## src/rtl/decode38_pkg.sv

```systemverilog
// Shared widths, the select-code type and the one-hot helper for the
// switch-to-LED decoder.
package decode38_pkg;

    localparam int SEL_W = 3;
    localparam int LED_W = 8;

    typedef logic [SEL_W-1:0] sel_t;

    function automatic logic [LED_W-1:0] sel_to_onehot(input sel_t sel);
        return {{(LED_W-1){1'b0}}, 1'b1} << sel;
    endfunction

endpackage

```

## src/rtl/decode_38_sw_debounce.sv

```systemverilog
// Switch synchroniser plus debounce: a new code is accepted only after it has
// been seen unchanged for STABLE_CYCLES consecutive synchronised samples.
module sw_debounce
    import decode38_pkg::*;
#(
    parameter int SYNC_STAGES   = 2,
    parameter int STABLE_CYCLES = 4
) (
    input  logic i_clk,
    input  logic i_rst_n,
    input  sel_t i_sw,
    output sel_t o_stable
);

    logic [SYNC_STAGES-1:0][SEL_W-1:0] r_sync;
    sel_t                              r_prev;
    sel_t                              r_stable;
    logic [7:0]                        r_cnt;
    sel_t                              w_sync;

    assign w_sync   = r_sync[SYNC_STAGES-1];
    assign o_stable = r_stable;

    always_ff @(posedge i_clk) begin
        if (!i_rst_n) begin
            r_sync <= '0;
        end else begin
            r_sync <= {r_sync[SYNC_STAGES-2:0], i_sw};
        end
    end

    // r_prev lets a bounce during the count restart it from 1.
    always_ff @(posedge i_clk) begin
        if (!i_rst_n) begin
            r_prev   <= '0;
            r_stable <= '0;
            r_cnt    <= '0;
        end else begin
            r_prev <= w_sync;
            if (STABLE_CYCLES == 0) begin
                r_stable <= w_sync;
                r_cnt    <= '0;
            end else if (w_sync == r_stable) begin
                r_cnt <= '0;
            end else if (w_sync != r_prev) begin
                r_cnt <= 8'd1;
            end else if (r_cnt == 8'(STABLE_CYCLES)) begin
                r_stable <= w_sync;
                r_cnt    <= '0;
            end else begin
                r_cnt <= r_cnt + 8'd1;
            end
        end
    end

endmodule

```

## src/rtl/decode_38.sv

```systemverilog
// Registered 3-to-8 one-hot decoder driving board LEDs from debounced switches,
// with optional active-low LED drive.
module decode_38
    import decode38_pkg::*;
#(
    parameter int SYNC_STAGES    = 2,
    parameter int STABLE_CYCLES  = 4,
    parameter bit LED_ACTIVE_LOW = 1'b0
) (
    input  logic             CLK,
    input  logic             RST_N,
    input  logic [3:0]       SW,
    output logic [LED_W-1:0] LED
);

    sel_t             w_sel;
    sel_t             w_stable;
    logic             w_unused_sw3;
    logic [LED_W-1:0] r_led;

    // SW[3] is reserved and deliberately reaches no register.
    assign w_sel        = SW[SEL_W-1:0];
    assign w_unused_sw3 = SW[3];

    sw_debounce #(
        .SYNC_STAGES  (SYNC_STAGES),
        .STABLE_CYCLES(STABLE_CYCLES)
    ) u_sw_debounce (
        .i_clk   (CLK),
        .i_rst_n (RST_N),
        .i_sw    (w_sel),
        .o_stable(w_stable)
    );

    always_ff @(posedge CLK) begin
        if (!RST_N) begin
            r_led <= '0;
        end else begin
            r_led <= sel_to_onehot(w_stable);
        end
    end

    assign LED = LED_ACTIVE_LOW ? ~r_led : r_led;

endmodule

```

## config.mk

```make
export PLATFORM = sky130hd
export DESIGN_NAME = decode_38
export DESIGN_NICKNAME = d
export VERILOG_FILES = /design/src/rtl/decode38_pkg.sv /design/src/rtl/decode_38_sw_debounce.sv /design/src/rtl/decode_38.sv
export SDC_FILE = /design/constraint.sdc
export NUM_CORES = 1
export LEC_CHECK = 0
export CAP_MARGIN = 20
export CORE_MARGIN = 8
export CORE_UTILIZATION = 55
export CTS_BUF_LIST = sky130_fd_sc_hd__clkbuf_16
export DETAILED_ROUTE_END_ITERATION = 10
export HOLD_SLACK_MARGIN = 0.06
export PLACE_DENSITY = 0.82
export SKIP_LAST_GASP = 1
export SYNTH_ARGS = -nofsm -noshare
export SYNTH_HDL_FRONTEND = slang
export SYNTH_SLANG_ARGS = --single-unit
```

## constraint.sdc

```tcl
create_clock -name CLK -period 2.2 [get_ports CLK]
set_clock_uncertainty 0.05 [all_clocks]
set_input_delay 0.33 -clock CLK [delete_from_list [all_inputs] [get_ports CLK]]
set_output_delay 0.33 -clock CLK [all_outputs]
set_load 0.005 [all_outputs]
```

== Word level (Yosys, flattened, before mapping) ==
Index checks and enable logic that the tools add are counted.
Storage, ports and cells
  register bits: 28
  input bits: 6
  output and inout bits: 8
  word-level logic and storage cells: 20
Operators by class
  add/subtract/negate cells: 1
  equal/unequal tests: 3
  shift operators: 1
  mux-type cells: 2
  bitwise operators: 3
  reduce and logical (&&, ||, !) cells: 3
Operators with widths (count)
  adder 8 x 1 -> 8 bit, second input constant: 1
  equality test 8 x 3 -> 1 bit, second input constant: 1
  left shift 1 x 3 -> 8 bit, first input constant: 1
  OR reduction 4 bit: 1
  equality test 3 bit: 1
  inequality test 3 bit: 1
  inverter 1 bit: 3
  AND reduction 3 bit: 1
  two-way mux 1 bit: 2
  OR reduction 2 bit: 1

== Longest topological paths before layout ==
Gate-level depths: netlist (run 1).
  word-level depth: 3
  mapped depth: 7
  depth with buffers taken out: 6

== By module ==
Synthesis (run 1) repeated with hierarchy kept, for this count alone.
Unflattened totals
  cells, all modules: 95
  area, all modules: 1057.3 µm²
By module, submodules not included
  sw_debounce: instances 1, cells an instance 79, area each 802.0 µm², sequential area each 400.4 µm²
  decode_38: instances 1, cells an instance 16, area each 255.2 µm², sequential area each 160.2 µm²

== Least setup slack after synthesis (run 1) ==
Ideal clock, no wire load.
  path kind: flip-flop to flip-flop
  start: reg u_sw_debounce.r_cnt[0]
  end: reg u_sw_debounce.r_stable[0], in the netlist u_sw_debounce.o_stable[0]
  setup time: 0.072 ns
  arrival time: 1.362 ns
  required time: 2.078 ns
  setup slack: 0.717 ns
  stages on the path, launching flop included: 7
  path buffers: 0
  clock period less this slack: 1.483 ns
  cell sequence: dfxtp_1 > inv_1 > ha_1 > nand4bb_1 > nor4_1 > nor2b_1 > mux2i_1
On the way
  longest elaborated chain between the ends: 2
RTL lines
  start: declaration: line decode_38_sw_debounce.sv:18  | logic [7:0] r_cnt;
  start signal: assignment: line decode_38_sw_debounce.sv:51  | r_cnt <= r_cnt + 8'd1;
  equality test 8 x 3 -> 1 bit: line decode_38_sw_debounce.sv:47  | end else if (r_cnt == 8'(STABLE_CYCLES)) begin
  AND reduction 3 bit (no source line)
  end signal: assignment: line decode_38_sw_debounce.sv:41  | r_stable <= w_sync;
  end signal: assignment: line decode_38_sw_debounce.sv:48  | r_stable <= w_sync;
  end: declaration: line decode_38_sw_debounce.sv:17  | sel_t r_stable;
Every way passes these cells.
A chain may end at the register's enable or synchronous reset.

== Worst setup path in the final report (run 1) ==
  start: reg u_sw_debounce.r_cnt[0]
  end: reg u_sw_debounce.r_stable[1], in the netlist u_sw_debounce.o_stable[1]
The elaborated chain is that of the path after synthesis.

==> flow_summary.yaml, run 1 <==
floorplanning:
  die_height_um: 59.06
  placement_rows: 15
  die_w_um: 59.06
  core_area_mm2: 0.001745
  io_pins: 14
  design.die.area_mm2: 0.003488
  initial_core_util_pct: 58.42
synth:
  async_flop_share_pct: 0
  post-synth-top-area-fraction_pct: 54.97
  synth.yosys.warnings: 0
  post_synth_inst_count: 99
  syn_avg_cell_area_um2: 10.30
  synth_enable_flop_cells: 0
  synth_area_mm2: 0.001020
  dominantRegCellSynth: "sky130_fd_sc_hd__dfxtp_1"
  ys_seq_elements: 28
  synth.yosys.seq_area_share_pct: 54.97
  synth_top_cell_by_area: "sky130_fd_sc_hd__dfxtp_1"
  yosys-top-cells-area: "sky130_fd_sc_hd__dfxtp_1 55%, sky130_fd_sc_hd__xor2_1 6.9%, sky130_fd_sc_hd__and2_1 3.7%"
  yosysUniqueCellTypes: 25
  syn_nets: 107
timing:
  slew_viol_final: 0
  setup-violations-final: 0
  period_needed_ns: 1.884
  rsz0062_at_grt: "false"
  hold_slack_ns: 0.3858
  fmaxAchievable_ghz: 0.5309
  totalNegativeSetupSlack_ns: 0
  max_slew_margin_pct: 65.18
  period_share_pct: 85.61
  max_slew.worst_pin.slew_ns: 0.5175
  hold_violations: 0
placed_design:
  place.gp.congestion: 0.8101
  detailed_place_hpwl_um: 1196
  io_buffers: 12
routing:
  first_pass_iters: 4
  detail_route.wirelength_um: 1768
  post_drt_wl_per_cell_um: 12.72
  detail_route.vias_per_cell: 4.971
  ant_nets: 0
  drcViolationCount: 0
  route.vias.total: 691
  drt_iter0_drc: 20
clock_network:
  clock_insertion_delay_worst_skew_ns: 0.26
  number_of_buffers_inserted_during_clock_tree_synthesis: 3
  cts_root_buffer: "sky130_fd_sc_hd__clkbuf_16"
  clock_tree.htree_level_count: 1
  ctsHoldBuffers: 0
  cts_num_sinks: 28
  post_cts_buffers: 0
  clk_pin_slew_worst_paths_ns: 0.07
  max-clock-path-buffers: 2
  cts_tree: "done"
  cts_repair_resizes: 0
global_route:
  grt_start_max_net_pins: 16
  globalRouteOverflowTotal: 0
  grt_util_all_layers_pct: 10.88
  grt_pass1_wl_um: 2946
  initial_antenna_violation_count: 0
  grt_pass1_vias: 660
worst_setup_path:
  critPathArrivalTime_ns: 2.02
  crit_path_end_kind: "flop"
  cp.buffers_inverters: 1
  critPathLaunchType: "flop"
  worst_ep_required_time_ns: 2.34
  cpLargestDelayFamily: "simple AND/OR/NAND/NOR gates"
  critical_path.max_fanout: 6
  critical_path.max_stage_delay_ns: 0.42
  critical_path.cell_chain: "inv_1, ha_1, nand4bb_1, nor4_1, nor2b_1, mux2i_1"
  cp_slowest_cell: "sky130_fd_sc_hd__nor4_1"
  worst_setup_path_category: "flop to flop"
job:
  drv_cap: 0
finish:
  antennaDiodeCount: 0
  fin_nets: 123
  most-common-layout-cells: "28 x sky130_fd_sc_hd__dfxtp_1, 12 x sky130_fd_sc_hd__clkdlybuf4s50_1, 8 x sky130_fd_sc_hd__xor2_1, 7 x sky130_fd_sc_hd__nand2_1, 7 x sky130_fd_sc_hd__nor2_1"
  drive_gt1_share_pct: 11.40
  layout.cells.most_common: "sky130_fd_sc_hd__dfxtp_1"
  area_growth_syn_to_layout_pct: 21.84
power:
  total_leakage_power_nw: 0.4933
  largest_voltage_drop_on_the_vdd_net_mv: 0.5485
  pwr_density_cell_mw_per_mm2: 779.2
outcome:
  outcome: "finished, final reports clean"
min_path:
  min_path_type: "flop to flop"
[routing by layer]
layer / up-vias / global-route usage [%] / wire, um
met2: 17 / 17.91 / 852
met3: 6 / 2.820 / 94
li1: 345 / - / -
met4: 0 / 5.119 / 28
met5: - / 0 / 0
met1: 323 / 12.78 / 792
[synthesized netlist by cell type, types with 2 or more instances]
master	n
sky130_fd_sc_hd__xor2_1	8
sky130_fd_sc_hd__and3_1	2
sky130_fd_sc_hd__mux2i_1	3
sky130_fd_sc_hd__nand2_1	7
sky130_fd_sc_hd__nor2_1	7
sky130_fd_sc_hd__nor2_2	6
sky130_fd_sc_hd__xnor2_1	4
sky130_fd_sc_hd__nand3_1	6
sky130_fd_sc_hd__dfxtp_1	28
sky130_fd_sc_hd__ha_1	2
sky130_fd_sc_hd__inv_1	6
sky130_fd_sc_hd__and2_1	6
sky130_fd_sc_hd__nor3_1	2
[worst register-to-register path, cell delays in order (launching register included)]
cell,delay (ns)
sky130_fd_sc_hd__dfxtp_1,0.36
sky130_fd_sc_hd__inv_1,0.07
sky130_fd_sc_hd__ha_1,0.15
sky130_fd_sc_hd__nand4bb_1,0.12
sky130_fd_sc_hd__nor4_1,0.42
sky130_fd_sc_hd__nor2b_1,0.41
sky130_fd_sc_hd__mux2i_1,0.24
[path summary, 6_finish.rpt]
kind	start	slack, ns	endpoint	depth (start not counted)
setup / recovery	u_sw_debounce.r_cnt[0]$_SDFF_PP0_	0.32	u_sw_debounce.o_stable[1]$_SDFFE_PN0P_	6
hold / removal	u_sw_debounce.r_sync[2]$_SDFF_PN0_	0.39	u_sw_debounce.w_sync[2]$_SDFF_PN0_	1
setup reg to reg	u_sw_debounce.r_cnt[0]$_SDFF_PP0_	0.32	u_sw_debounce.o_stable[1]$_SDFFE_PN0P_	6
hold reg to reg	u_sw_debounce.r_sync[2]$_SDFF_PN0_	0.39	u_sw_debounce.w_sync[2]$_SDFF_PN0_	1
[where the power goes]
group	internal (mW)	switching, mW	total [mW]
Sequential	0.516	0.00585	0.522
Combinational	0.0205	0.0191	0.0396
Clock	0.243	0.164	0.407
Total	0.780	0.188	0.968
[stage by stage]
step	setup slack (ns)	util, %	total power [mW]	area (um2)	cells
final	0.3165	71.18	0.9681	1242	139
after global routing	0.1575	71.18	0.9930	1242	139
after CTS	0.3294	71.18	0.9641	1242	139
after detailed placement	0.4450	66.67	0.5712	1164	135
after global placement	0.4538	66.67	0.5699	1164	135
after floorplan	0.7167	-	0.5574	1020	99
[state kept, by name, indices dropped and copies added (netlist names)]
register,flops
LED,8
u_sw_debounce.r_cnt,8
u_sw_debounce.o_stable,3
u_sw_debounce.r_prev,3
u_sw_debounce.r_sync,3
u_sw_debounce.w_sync,3
[area by class of cell]
class	instances	area, um2
clock buffers	3	75.07
clock inverters	1	3.754
fillers	127	503.0
inverters	6	22.52
multi-input cells	63	421.7
flip-flops and latches	28	560.5
well taps	25	31.28
repair buffers	13	127.6
[kinds of logic (layout without fill, tap and decap cells)]
family | after synthesis | in the layout | synth area share [%]
AND/OR/NAND/NOR | 44 | 44 | 23.93
flip-flops | 28 | 28 | 54.97
XOR/XNOR | 12 | 12 | 10.31
buffers and inverters | 8 | 23 | 3.680
multiplexers | 3 | 3 | 2.945
adder cells (fa/ha/maj) | 2 | 2 | 2.454
AO/OA/AOI/OAI | 2 | 2 | 1.718
Power figures use the tool's default switching activity.
==> run 2: changes to the inputs <==
--- a/config.mk
+++ b/config.mk
@@ -6,13 +6,15 @@
 export NUM_CORES = 1
 export LEC_CHECK = 0
 export CAP_MARGIN = 20
-export CORE_MARGIN = 8
-export CORE_UTILIZATION = 55
+export CORE_MARGIN = 2
+export CORE_UTILIZATION = 56
 export CTS_BUF_LIST = sky130_fd_sc_hd__clkbuf_16
 export DETAILED_ROUTE_END_ITERATION = 10
 export HOLD_SLACK_MARGIN = 0.06
-export PLACE_DENSITY = 0.82
+export PLACE_DENSITY = 0.83
+export SKIP_CTS_REPAIR_TIMING = 1
 export SKIP_LAST_GASP = 1
 export SYNTH_ARGS = -nofsm -noshare
 export SYNTH_HDL_FRONTEND = slang
+export SYNTH_HIERARCHICAL = 1
 export SYNTH_SLANG_ARGS = --single-unit
==> flow_summary.yaml, run 2 <==
outcome:
  outcome: "finished, final reports clean"
worst_setup_path:
  critPathLaunchType: "flop"
  r2r_end: "u_sw_debounce/r_cnt[4]$_SDFF_PP0_"
  worstRegToRegCells: 6
  worst_setup_path_category: "flop to flop"
  crit_start: "u_sw_debounce/r_cnt[0]$_SDFF_PP0_"
  critical_path.max_fanout: 7
  regToRegSetupSlack_ns: 0.54
  critPathArrivalTime_ns: 1.75
  worst_ep_required_time_ns: 2.29
  crit_path_end_kind: "flop"
  regToRegStartpoint: "u_sw_debounce/r_cnt[0]$_SDFF_PP0_"
floorplanning:
  io_pins: 14
  die_height_um: 47.45
  placement_rows: 15
  initial_core_util_pct: 60.57
  core_area_mm2: 0.001745
  design.die.area_mm2: 0.002252
  die_w_um: 47.45
synth:
  yosys.cell_count.top_type: "sky130_fd_sc_hd__dfxtp_1"
  yosysUniqueCellTypes: 27
  synth_top_cell_by_area: "sky130_fd_sc_hd__dfxtp_1"
  synth_enable_flop_cells: 0
  post-synth-top-area-fraction_pct: 53.02
  dominantRegCellSynth: "sky130_fd_sc_hd__dfxtp_1"
  syn_nets: 103
  synth.yosys.seq_area_share_pct: 53.02
  synth_area_mm2: 0.001057
  ys_seq_elements: 28
  synth.yosys.warnings: 6
  syn_avg_cell_area_um2: 11.13
  async_flop_share_pct: 0
  commonest_cells_in_the_netlist: "28 x sky130_fd_sc_hd__dfxtp_1, 7 x sky130_fd_sc_hd__nand2_1, 7 x sky130_fd_sc_hd__xnor2_1"
  yosys-top-cells-area: "sky130_fd_sc_hd__dfxtp_1 53%, sky130_fd_sc_hd__xnor2_1 5.8%, sky130_fd_sc_hd__xor2_1 4.1%"
  post_synth_inst_count: 95
global_route:
  grt_start_max_net_pins: 21
  globalRouteOverflowTotal: 0
  initial_antenna_violation_count: 0
  grt_pass1_wl_um: 2663
  grt_pass1_vias: 631
  grt_util_all_layers_pct: 17.82
clock_network:
  cts_num_sinks: 28
  clock_insertion_delay_worst_skew_ns: 0.26
  cts_tree: "done"
  clock_tree.htree_level_count: 1
  number_of_buffers_inserted_during_clock_tree_synthesis: 3
  max-clock-path-buffers: 2
  clk_pin_slew_worst_paths_ns: 0.06
  cts_root_buffer: "sky130_fd_sc_hd__clkbuf_16"
finish:
  n_fill_cell: 134
  most-common-layout-cells: "28 x sky130_fd_sc_hd__dfxtp_1, 12 x sky130_fd_sc_hd__clkdlybuf4s50_1, 7 x sky130_fd_sc_hd__nand2_1, 7 x sky130_fd_sc_hd__xnor2_1"
  antennaDiodeCount: 0
  drive_gt1_share_pct: 16.51
  layout.cells.most_common: "sky130_fd_sc_hd__dfxtp_1"
  area_growth_syn_to_layout_pct: 20.71
  fin_nets: 119
routing:
  drt_iter0_drc: 4
  route.vias.total: 682
  post_drt_wl_per_cell_um: 11.84
  first_pass_iters: 2
  detail_route.vias_per_cell: 5.090
  ant_nets: 0
  drcViolationCount: 0
  detail_route.wirelength_um: 1587
job:
  drv_cap: 0
timing:
  max_slew_margin_pct: 72.25
  hold_violations: 0
  period_share_pct: 75.65
  rsz0062_at_grt: "false"
  max_slew.worst_pin.slew_ns: 0.4124
  totalNegativeSetupSlack_ns: 0
  period_needed_ns: 1.664
  slew_viol_final: 0
  setup-violations-final: 0
  fmaxAchievable_ghz: 0.6008
min_path:
  hold-path-endpoint: "u_sw_debounce/w_sync[0]$_SDFF_PN0_"
  min_path_cells: 1
  hp-start: "u_sw_debounce/r_sync[0]$_SDFF_PN0_"
  min_path_type: "flop to flop"
power:
  largest_voltage_drop_on_the_vdd_net_mv: 0.5392
  total_leakage_power_nw: 0.5147
  pwr_density_cell_mw_per_mm2: 748.8
  tot_pwr_mw: 0.9557
placed_design:
  io_buffers: 12
  place.gp.congestion: 0.8502
  detailed_place_hpwl_um: 1106
run 2: cell count changes after synthesis, moves of 2 or more:
cell                       delta
sky130_fd_sc_hd__nor3_1       -2
sky130_fd_sc_hd__nand3_1      -3
sky130_fd_sc_hd__xor2_1       -3
sky130_fd_sc_hd__nor2_1       -5
sky130_fd_sc_hd__and4bb_1     +2
sky130_fd_sc_hd__and4b_2      +2
sky130_fd_sc_hd__xnor2_1      +3
run 2: per-layer routing:
metal  GRT usage, %  wire length [um]  vias to the layer above  part of all wire, %
li1               -                 -                      348                    -
met1          21.24               753                      315                   47
met2          28.38               735                       12                   46
met3          3.396                41                        7                  2.6
met4          13.33                57                        0                  3.6
met5              0                 0                        -                    0
run 2: cell type report:
type	count	area (um2)	share of cell area [%]
clock buffer	3	75.07	5.882
inverter	6	22.52	1.765
multi-input combinational	59	459.2	35.98
sequential	28	560.5	43.92
tap	25	31.28	2.451
timing repair buffer	13	127.6	10.00
run 2: per-stage QoR:
step / hold WS [ns] / setup slack (ns) / cells / utilization, % / area, um2
CTS: 0.3902 / 0.5252 / 134 / 73.12 / 1276
floorplan: 0.3619 / 0.8024 / 95 / - / 1057
global placement: 0.3675 / 0.5230 / 131 / 68.82 / 1201
finish: 0.3859 / 0.5357 / 134 / 73.12 / 1276
detailed placement: 0.3756 / 0.4883 / 131 / 68.82 / 1201
global route: 0.4074 / 0.3367 / 134 / 73.12 / 1276
run 2: how the worst max path moves through the flow:
stage | to | slack (ns) | depth (start not counted)
floorplan | u_sw_debounce/r_cnt[3]$_SDFF_PP0_ | 0.80 | 7
global placement | u_sw_debounce/r_cnt[7]$_SDFF_PP0_ | 0.52 | 4
detailed placement | u_sw_debounce/r_cnt[4]$_SDFF_PP0_ | 0.49 | 4
CTS | u_sw_debounce/r_cnt[4]$_SDFF_PP0_ | 0.53 | 6
global route | u_sw_debounce/r_cnt[4]$_SDFF_PP0_ | 0.34 | 6
finish | u_sw_debounce/r_cnt[4]$_SDFF_PP0_ | 0.54 | 6
run 2: power by group:
group / internal, mW / total, mW / switching, mW
clock: 0.241 / 0.396 / 0.155
combinational: 0.0213 / 0.0390 / 0.0177
sequential: 0.516 / 0.521 / 0.00498
total: 0.778 / 0.956 / 0.178
run 2: critical path, stage by stage, from the launching register on:
cell and delay, ns:
sky130_fd_sc_hd__dfxtp_1 0.33, sky130_fd_sc_hd__inv_1 0.07, sky130_fd_sc_hd__ha_1 0.15, sky130_fd_sc_hd__nand4bb_1 0.10
sky130_fd_sc_hd__nor4_1 0.33, sky130_fd_sc_hd__or3_1 0.44, sky130_fd_sc_hd__nor2_2 0.08
run 2: kinds of logic (layout without fill, tap and decap cells):
| kind of cell | count (synthesis) | after routing | synth area share [%] |
|---|---|---|---|
| AO/OA/AOI/OAI | 2 | 2 | 1.657 |
| XOR/XNOR | 12 | 12 | 9.941 |
| adder cells (fa/ha/maj) | 2 | 2 | 2.366 |
| buffers and inverters | 8 | 22 | 3.550 |
| flip-flops | 28 | 28 | 53.02 |
| multiplexers | 3 | 3 | 2.840 |
| AND/OR/NAND/NOR | 40 | 40 | 26.63 |
==> run 3: changes to the inputs <==
--- a/config.mk
+++ b/config.mk
@@ -7,11 +7,11 @@
 export LEC_CHECK = 0
 export CAP_MARGIN = 20
 export CORE_MARGIN = 2
-export CORE_UTILIZATION = 56
+export CORE_UTILIZATION = 47
 export CTS_BUF_LIST = sky130_fd_sc_hd__clkbuf_16
 export DETAILED_ROUTE_END_ITERATION = 10
 export HOLD_SLACK_MARGIN = 0.06
-export PLACE_DENSITY = 0.83
+export PLACE_DENSITY = 0.75
 export SKIP_CTS_REPAIR_TIMING = 1
 export SKIP_LAST_GASP = 1
 export SYNTH_ARGS = -nofsm -noshare
==> constraint.sdc (replaced) <==
create_clock -name CLK -period 1.5 [get_ports CLK]
set_clock_uncertainty 0.05 [all_clocks]
set_input_delay 0.225 -clock CLK [delete_from_list [all_inputs] [get_ports CLK]]
set_output_delay 0.225 -clock CLK [all_outputs]
set_load 0.005 [all_outputs]
==> flow_summary.yaml, run 3 (synthesized netlist as in run 2, its figures left out) <==
global_route:
  globalRouteOverflowTotal: 0
  grt_start_max_net_pins: 21
  initial_antenna_violation_count: 0
  grt_pass1_vias: 706
  grt_pass1_wl_um: 3029
  grt_util_all_layers_pct: 15.60
timing:
  period_needed_ns: 1.419
  hold_violations: 0
  setup-violations-final: 0
  max_slew_margin_pct: 77.22
  slew_viol_final: 0
  max_slew.worst_pin.slew_ns: 0.3388
  fmaxAchievable_ghz: 0.7049
  finalWorstSetupSlack_ns: 0.08140
  period_share_pct: 94.57
  hold_slack_ns: 0.3890
  rsz0062_at_grt: "true"
finish:
  instances_no_fill: 147
  area_growth_syn_to_layout_pct: 34.20
  layout.cells.most_common: "sky130_fd_sc_hd__dfxtp_1"
  antennaDiodeCount: 0
  drive_gt1_share_pct: 31.93
  fin_nets: 128
  most-common-layout-cells: "23 x sky130_fd_sc_hd__dfxtp_1, 12 x sky130_fd_sc_hd__clkdlybuf4s50_1, 9 x sky130_fd_sc_hd__buf_4, 7 x sky130_fd_sc_hd__nand2_1, 7 x sky130_fd_sc_hd__xnor2_1"
clock_network:
  clock_tree.htree_level_count: 1
  clk_pin_slew_worst_paths_ns: 0.06
  cts_root_buffer: "sky130_fd_sc_hd__clkbuf_16"
  cts_num_sinks: 28
  cts_tree: "done"
  clock_insertion_delay_worst_skew_ns: 0.26
  number_of_buffers_inserted_during_clock_tree_synthesis: 3
  max-clock-path-buffers: 2
routing:
  post_drt_wl_per_cell_um: 12.28
  drt_iter0_drc: 0
  detail_route.vias_per_cell: 4.721
  detail_route.wirelength_um: 1805
  route.vias.total: 694
  ant_nets: 0
  first_pass_iters: 1
  drcViolationCount: 0
worst_setup_path:
  regToRegSetupSlack_ns: 0.08
  critPathArrivalTime_ns: 1.57
  crit_path_end_kind: "flop"
  worst_ep_required_time_ns: 1.65
  critPathLaunchType: "flop"
  worstRegToRegCells: 7
  critical_path.max_fanout: 7
  crit_start: "u_sw_debounce/r_cnt[0]$_SDFF_PP0_"
  cp-endpoint: "u_sw_debounce/r_cnt[6]$_SDFF_PP0_"
  regToRegStartpoint: "u_sw_debounce/r_cnt[0]$_SDFF_PP0_"
  worst_setup_path_category: "flop to flop"
  r2r_end: "u_sw_debounce/r_cnt[6]$_SDFF_PP0_"
power:
  total_leakage_power_nw: 0.5782
  largest_voltage_drop_on_the_vdd_net_mv: 0.5168
  pwr_density_cell_mw_per_mm2: 1010
min_path:
  min_path_type: "flop to flop"
placed_design:
  dp_worst_setup_slack_ns: -0.1111
  io_buffers: 12
  place.detailed.instances: 142
  place.gp.congestion: 0.7473
  detailed_place_hpwl_um: 1220
floorplanning:
  io_pins: 14
  die_w_um: 51.43
  design.die.area_mm2: 0.002645
  die_height_um: 51.43
  placement_rows: 17
  initial_core_util_pct: 48.73
  core_area_mm2: 0.002170
outcome:
  outcome: "finished, final reports clean"
job:
  drv_cap: 0
[run 3: cell count changes in the layout (fill, tap and decap cells not counted), sizes merged]
cell	previous run	this run
clkinv	0	1
buf	1	10
[run 3: routing by layer]
metal | part of all wire [%] | wire length (um) | vias up | global-route usage [%]
li1 | - | - | 364 | -
met1 | 44 | 790 | 317 | 17.88
met2 | 52 | 934 | 9 | 26.92
met3 | 2.5 | 46 | 4 | 2.632
met4 | 1.9 | 34 | 0 | 9.211
met5 | 0 | 0 | - | 0
[run 3: worst min path at each step]
stage                                       startpoint                            endpoint  slack [ns]  cells after the start
detailed placement  u_sw_debounce/r_sync[1]$_SDFF_PN0_  u_sw_debounce/w_sync[1]$_SDFF_PN0_        0.37                      1
global placement    u_sw_debounce/r_sync[2]$_SDFF_PN0_  u_sw_debounce/w_sync[2]$_SDFF_PN0_        0.37                      1
floorplan                                        RST_N  u_sw_debounce/r_prev[1]$_SDFF_PN0_        0.29                      2
CTS                 u_sw_debounce/r_sync[2]$_SDFF_PN0_  u_sw_debounce/w_sync[2]$_SDFF_PN0_        0.39                      1
finish              u_sw_debounce/r_sync[2]$_SDFF_PN0_  u_sw_debounce/w_sync[2]$_SDFF_PN0_        0.39                      1
global route        u_sw_debounce/r_sync[2]$_SDFF_PN0_  u_sw_debounce/w_sync[2]$_SDFF_PN0_        0.43                      1
[run 3: critical path, stage by stage, from the launching register on]
cell and delay [ns]:
sky130_fd_sc_hd__dfxtp_2 0.33, sky130_fd_sc_hd__inv_2 0.04, sky130_fd_sc_hd__ha_4 0.15, sky130_fd_sc_hd__nand4bb_4 0.09, sky130_fd_sc_hd__nor4_4 0.05, sky130_fd_sc_hd__or3_4 0.39
sky130_fd_sc_hd__buf_12 0.15, sky130_fd_sc_hd__nor2_2 0.10
[run 3: layout make-up]
cell class / instances / area, um2
repair buffers: 22 / 207.7
well taps: 28 / 35.03
clock buffers: 3 / 75.07
flip-flops and latches: 28 / 566.8
fillers: 185 / 750.7
clock inverters: 1 / 3.754
multi-input cells: 59 / 508.0
inverters: 6 / 22.52
[run 3: power breakdown]
part / total (mW) / switching, mW / internal, mW
Combinational: 0.0762 / 0.0319 / 0.0442
Clock: 0.592 / 0.235 / 0.357
Sequential: 0.765 / 0.00713 / 0.758
[run 3: through the flow]
step	TNS (ns)	utilization [%]	cell area (um2)	power (mW)
floorplan	0	-	1057	0.8165
global placement	-0.08016	58.88	1277	0.8458
detailed placement	-0.9465	58.88	1277	0.8489
CTS	-1.014	62.51	1356	1.443
global route	-0.01586	65.40	1419	1.482
finish	0	65.40	1419	1.433
